`config.mk`:
```
export PLATFORM = sky130hd
export DESIGN_NAME = logic_op_unit_flat
export DESIGN_NICKNAME = d
export VERILOG_FILES = /design/src/rtl/logic_op_if.sv /design/src/rtl/logic_op_unit.sv /design/src/flat_wrapper.sv
export SDC_FILE = /design/constraint.sdc
export NUM_CORES = 1
export LEC_CHECK = 0
export ABC_AREA = 0
export CAP_MARGIN = 30
export CORE_MARGIN = 2
export CORE_UTILIZATION = 54
export DETAILED_ROUTE_END_ITERATION = 7
export PLACE_DENSITY = 0.81
export RECOVER_POWER = 100
export SLEW_MARGIN = 20
export SYNTH_ARGS = -nofsm -noshare
export SYNTH_HDL_FRONTEND = slang
export SYNTH_HIERARCHICAL = 1
export SYNTH_SLANG_ARGS = --single-unit
```
`constraint.sdc`:
```
create_clock -name clk -period 3.95 [get_ports clk]
set_input_delay 0.9875 -clock clk [delete_from_list [all_inputs] [get_ports clk]]
set_output_delay 0.9875 -clock clk [all_outputs]
set_load 0.03 [all_outputs]
```
`src/rtl/logic_op_if.sv`:
```
// Request/result stream bundle for logic_op_unit. The bench or front-end
// takes the master side; the unit takes the slave side.
interface logic_op_if #(parameter int WIDTH = 8);
  logic             in_valid;
  logic             in_ready;
  logic [2:0]       in_op;
  logic [WIDTH-1:0] in_a;
  logic [WIDTH-1:0] in_b;
  logic             start;
  logic [2:0]       sweep_op;
  logic             out_valid;
  logic             out_ready;
  logic [WIDTH-1:0] out_data;
  logic [2:0]       out_op;
  logic [WIDTH-1:0] out_a;
  logic [WIDTH-1:0] out_b;
  logic             busy;
  logic             done;

  modport master (
    output in_valid, in_op, in_a, in_b, start, sweep_op, out_ready,
    input  in_ready, out_valid, out_data, out_op, out_a, out_b, busy, done
  );

  modport slave (
    input  in_valid, in_op, in_a, in_b, start, sweep_op, out_ready,
    output in_ready, out_valid, out_data, out_op, out_a, out_b, busy, done
  );
endinterface

```
`src/rtl/logic_op_unit.sv`:
```
// Registered bitwise gate unit with a one-entry output slot and a
// self-driven sweep mode that emits the full truth table of one gate.
module logic_op_bit (
  input  logic [2:0] op,
  input  logic       a,
  input  logic       b,
  output logic       y
);
  always_comb begin
    case (op)
      3'd0:    y = a;
      3'd1:    y = ~a;
      3'd2:    y = a & b;
      3'd3:    y = a | b;
      3'd4:    y = a ^ b;
      3'd5:    y = ~(a & b);
      3'd6:    y = ~(a | b);
      default: y = ~(a ^ b);
    endcase
  end
endmodule

module logic_op_unit #(
  parameter int WIDTH      = 8,
  parameter int SWEEP_BITS = 2
) (
  input logic      clk,
  input logic      rst,
  logic_op_if.slave bus
);
  localparam int CW = 2 * SWEEP_BITS;

  typedef enum logic [1:0] {IDLE, SWEEP, WAIT} state_t;

  state_t           state, state_nxt;
  logic [CW-1:0]    cnt;
  logic [2:0]       sw_op;
  logic             free, load, sweep_load, in_rdy;
  logic [2:0]       ld_op;
  logic [WIDTH-1:0] ld_a, ld_b, ld_y, sw_a, sw_b;

  logic             o_valid, o_busy, o_done;
  logic [2:0]       o_op;
  logic [WIDTH-1:0] o_data, o_a, o_b;

  assign free = !o_valid || bus.out_ready;

  // Sweep operands: high half of cnt is a, low half is b, zero-extended.
  always_comb begin
    sw_a = '0;
    sw_b = '0;
    sw_a[SWEEP_BITS-1:0] = cnt[CW-1:SWEEP_BITS];
    sw_b[SWEEP_BITS-1:0] = cnt[SWEEP_BITS-1:0];
  end

  always_ff @(posedge clk or posedge rst) begin
    if (rst) state <= IDLE;
    else     state <= state_nxt;
  end

  always_comb begin
    state_nxt  = state;
    in_rdy     = 1'b0;
    load       = 1'b0;
    sweep_load = 1'b0;
    case (state)
      IDLE: begin
        // start wins over a simultaneous direct request
        in_rdy = free && !bus.start;
        if (bus.start)                  state_nxt = SWEEP;
        else if (bus.in_valid && in_rdy) load     = 1'b1;
      end
      SWEEP: begin
        if (free) begin
          load       = 1'b1;
          sweep_load = 1'b1;
          if (cnt == '1) state_nxt = WAIT;
        end
      end
      WAIT: begin
        if (o_valid && bus.out_ready) state_nxt = IDLE;
      end
      default: state_nxt = IDLE;
    endcase
  end

  assign ld_op = sweep_load ? sw_op : bus.in_op;
  assign ld_a  = sweep_load ? sw_a  : bus.in_a;
  assign ld_b  = sweep_load ? sw_b  : bus.in_b;

  logic_op_bit u_bit [WIDTH-1:0] (
    .op (ld_op),
    .a  (ld_a),
    .b  (ld_b),
    .y  (ld_y)
  );

  always_ff @(posedge clk or posedge rst) begin
    if (rst) begin
      cnt     <= '0;
      sw_op   <= '0;
      o_busy  <= 1'b0;
      o_done  <= 1'b0;
      o_valid <= 1'b0;
      o_data  <= '0;
      o_op    <= '0;
      o_a     <= '0;
      o_b     <= '0;
    end else begin
      o_busy <= (state_nxt != IDLE);
      o_done <= (state == WAIT) && o_valid && bus.out_ready;
      if (state == IDLE && bus.start) begin
        sw_op <= bus.sweep_op;
        cnt   <= '0;
      end else if (sweep_load) begin
        cnt <= cnt + CW'(1);
      end
      if (load) begin
        o_valid <= 1'b1;
        o_data  <= ld_y;
        o_op    <= ld_op;
        o_a     <= ld_a;
        o_b     <= ld_b;
      end else if (o_valid && bus.out_ready) begin
        o_valid <= 1'b0;
      end
    end
  end

  assign bus.in_ready  = in_rdy;
  assign bus.out_valid = o_valid;
  assign bus.out_data  = o_data;
  assign bus.out_op    = o_op;
  assign bus.out_a     = o_a;
  assign bus.out_b     = o_b;
  assign bus.busy      = o_busy;
  assign bus.done      = o_done;
endmodule
```
`src/flat_wrapper.sv`:
```
// flat-port wrapper written by rule: the top's interface ports become plain ports
module logic_op_unit_flat 
#(
  parameter int WIDTH      = 8,
  parameter int SWEEP_BITS = 2
)
  (clk, rst, bus_in_valid, bus_in_op, bus_in_a, bus_in_b, bus_start, bus_sweep_op, bus_out_ready, bus_in_ready, bus_out_valid, bus_out_data, bus_out_op, bus_out_a, bus_out_b, bus_busy, bus_done);
  logic_op_if #(.WIDTH(WIDTH)) bus_i ();
  input logic clk;
  input logic rst;
  input wire logic [$bits(bus_i.in_valid)-1:0] bus_in_valid;
  input wire logic [$bits(bus_i.in_op)-1:0] bus_in_op;
  input wire logic [$bits(bus_i.in_a)-1:0] bus_in_a;
  input wire logic [$bits(bus_i.in_b)-1:0] bus_in_b;
  input wire logic [$bits(bus_i.start)-1:0] bus_start;
  input wire logic [$bits(bus_i.sweep_op)-1:0] bus_sweep_op;
  input wire logic [$bits(bus_i.out_ready)-1:0] bus_out_ready;
  output wire logic [$bits(bus_i.in_ready)-1:0] bus_in_ready;
  output wire logic [$bits(bus_i.out_valid)-1:0] bus_out_valid;
  output wire logic [$bits(bus_i.out_data)-1:0] bus_out_data;
  output wire logic [$bits(bus_i.out_op)-1:0] bus_out_op;
  output wire logic [$bits(bus_i.out_a)-1:0] bus_out_a;
  output wire logic [$bits(bus_i.out_b)-1:0] bus_out_b;
  output wire logic [$bits(bus_i.busy)-1:0] bus_busy;
  output wire logic [$bits(bus_i.done)-1:0] bus_done;
  assign bus_i.in_valid = bus_in_valid;
  assign bus_i.in_op = bus_in_op;
  assign bus_i.in_a = bus_in_a;
  assign bus_i.in_b = bus_in_b;
  assign bus_i.start = bus_start;
  assign bus_i.sweep_op = bus_sweep_op;
  assign bus_i.out_ready = bus_out_ready;
  assign bus_in_ready = bus_i.in_ready;
  assign bus_out_valid = bus_i.out_valid;
  assign bus_out_data = bus_i.out_data;
  assign bus_out_op = bus_i.out_op;
  assign bus_out_a = bus_i.out_a;
  assign bus_out_b = bus_i.out_b;
  assign bus_busy = bus_i.busy;
  assign bus_done = bus_i.done;
  logic_op_unit #(.WIDTH(WIDTH), .SWEEP_BITS(SWEEP_BITS)) u_core (.clk(clk), .rst(rst), .bus(bus_i));
endmodule
```
==> impl_results.md <==
* Starting density of the core at 57.03%
* Outcome: finished with violations
* Fin crit share at 93.80%
* CP Launch Type: input pin
* Core area at 4414 sq um
* Crit-path max cell delay at 710 ps
* Yosys warnings at 6
* FF+latch count, synth at 39
* Worst-path clk slew at 70 ps
* DRT iter0 DRCs at 80
* Leak pwr at 1.502 nW
* Post-synthesis cell area at 2517 sq um
* Die area at 5224 sq um
* Fin util at 73.41%
* Syn avg cell area at 11.60 sq um
* Antenna violations before repair at 0
* MaxCap Viol Count at 1
* Most frequent cells in the layout: dfrtp_1, dlygate4sd3_1, inv_1
* Crit-path max FO at 8
* Inst Count DP at 323
* Overall routed net length at 5207 um
* CP max stage cell: dlygate4sd3_1
* Required @ worst endpoint at 2960 ps
* Pre-CTS setup slack at 260.5 ps
* Final Max Slew Viols at 40
* Number of global-route vias before repair at 1,823
* Top_reg_cell synth: dfrtp_1
* Post CTS Setup Buffer Count at 0
* F_max at 0.2699 GHz
* DP HPWL at 3825 um
* WP data arrival at 2720 ps
* Final Cell Area at 3241 sq um
* Worst path cell trace: clkdlybuf4s50_1, nor2b_1, nor4_1, dlygate4sd3_1
* Maximum VDD drop at 0.0003770 V
* Avg WL per Cell at 15.78 um
* Area growth from synthesis to layout at 28.73%
* Largest net degree at the start of global routing at 40
* Global-route wire length before repair at 8549 um
* Clock Skews at 5.049 ps
* Fin crit period at 3705 ps
* GRT overflow at 0
* Fin cells at 330
* Finish-stage setup viols at 0
* Tot Pwr at 2.431 mW
* Endpoint type of the worst setup path: output pin
* Hold Crit Class: flip-flop to flip-flop
* Failing checks: capacitance limit, slew limit
* FFs w/ async S/R, synth at 100.0%
* Gpl congestion at 0.8066
* Post-synthesis sequential area ratio at 38.77%
* Clock buffer depth at 2
* Top cell family by delay on the critical path: buffers and inverters
* Cell count after synthesis at 217
* Setup Total Neg Slack at 0 ps
* Placed cell areas at 3146 sq um
* Synth cell types at 32
* Post_cts resized at 0
* I/O pins at 58
* Port bufs at 57
* Slew @ Worst Pin at 2101 ps
* GRT Overall Usage at 21.60%
* Vias/cell at 5.612
* Die Wd at 72.28 um
* PD cells at 750.1 nW/um^2
* Antenna Cells at 0
* Clock sink count at 39
* # hold bufs at CTS at 0
* CTS H-tree depth at 2
* Root Driver: clkbuf_8
* RSZ-0062 raised after global routing: no
* Final worst slack at 244.8 ps
* Slew HR at -40.06%
* TritonCTS clock tree: yes
* Die span in y at 72.28 um
* DRT Pass-1 Iters at 4
* Buf/Inv on CP at 2
* Rows at 24
* Final #Nets at 322
* Worst skew pair latency at 290 ps
* Hold Violations, Final at 0
* Post-synth EDFFs at 0
* Num CTS Buffers at 5
* Most common cell after layout, fill and taps aside: dfrtp_1
* Syn Nets at 261
* Kind of critical path: input pin to output pin
* Vias at 1,852
* Share of layout cells above drive strength 1 at 17.27%
* Hold_ws at 481.2 ps
* DRC violations left at 0
* Number of routed nets with antenna violations at 0
==> synth_stat cells (all sizes together), types with 4 or more instances <==
cell type	instances	area (sq um)
buf	4	26.27
and2	12	75.07
ha	17	212.7
mux2	29	326.6
mux4	16	360.4
nand3	4	20.02
dfrtp	39	975.9
inv	26	97.59
o21ai	12	60.06
a22o	12	105.1
nand2	22	85.09
==> worst paths after layout <==
check,startpoint,end,slack (ps),depth (start not counted)
min reg2reg,u_core/bus.out_data[7],u_core/bus.out_data[7],480,1
max,bus_out_ready,bus_in_ready,240,4
min in group asynchronous,rst,u_core/bus.out_a[0],1900,3
max reg2reg,u_core/state[1],u_core/bus.out_data[2],890,7
max in group asynchronous,rst,u_core/bus.out_a[7],850,3
min,u_core/bus.out_data[7],u_core/bus.out_data[7],480,1
==> layer usage <==
| metal | part of all wire (%) | track usage (%) | up-vias |
|---|---|---|---|
| met5 | 0 | 0 | - |
| met2 | 50 | 36.60 | 46 |
| li1 | - | - | 901 |
| met4 | 0.77 | 6.918 | 0 |
| met1 | 45 | 28.24 | 900 |
| met3 | 4.4 | 3.889 | 5 |
==> power by group <==
part	internal (mW)	total (mW)	switching, mW	leakage [nW]
Sequential	0.537	0.624	0.0862	0.495
Combinational	0.732	1.49	0.753	0.957
Clock	0.185	0.322	0.138	0.0502
==> cell type report <==
| class | instances | area (sq um) |
|---|---|---|
| clock buffer | 5 | 68.82 |
| inverter | 26 | 97.59 |
| timing repair buffer | 61 | 596.8 |
| sequential | 39 | 975.9 |
| multi-input combinational | 145 | 1399 |
| tap | 52 | 65.06 |
| fill | 318 | 1174 |
| clock inverter | 2 | 37.54 |
==> kinds of logic (layout without fill, tap and decap cells) <==
kind of cell	count (synthesis)	after routing	share of synthesized area [%]
and+or+nand+nor	52	52	10.93
muxes	47	47	28.08
DFF	39	39	38.77
buffers and inverters	33	94	5.367
AOI/OAI and AO/OA	29	29	8.400
adders and majority gates	17	17	8.449
==> registers in the layout (all words and copies together), names as in the netlist <==
name and cells:
u_core/bus.busy 1, u_core/bus.out_a 8, u_core/cnt 4, u_core/bus.out_b 8, u_core/bus.out_data 8, u_core/state 2, u_core/bus.out_op 3, u_core/bus.out_valid 1
u_core/bus.done 1, u_core/sw_op 3
No activity file was read; power rests on OpenSTA's default activity.
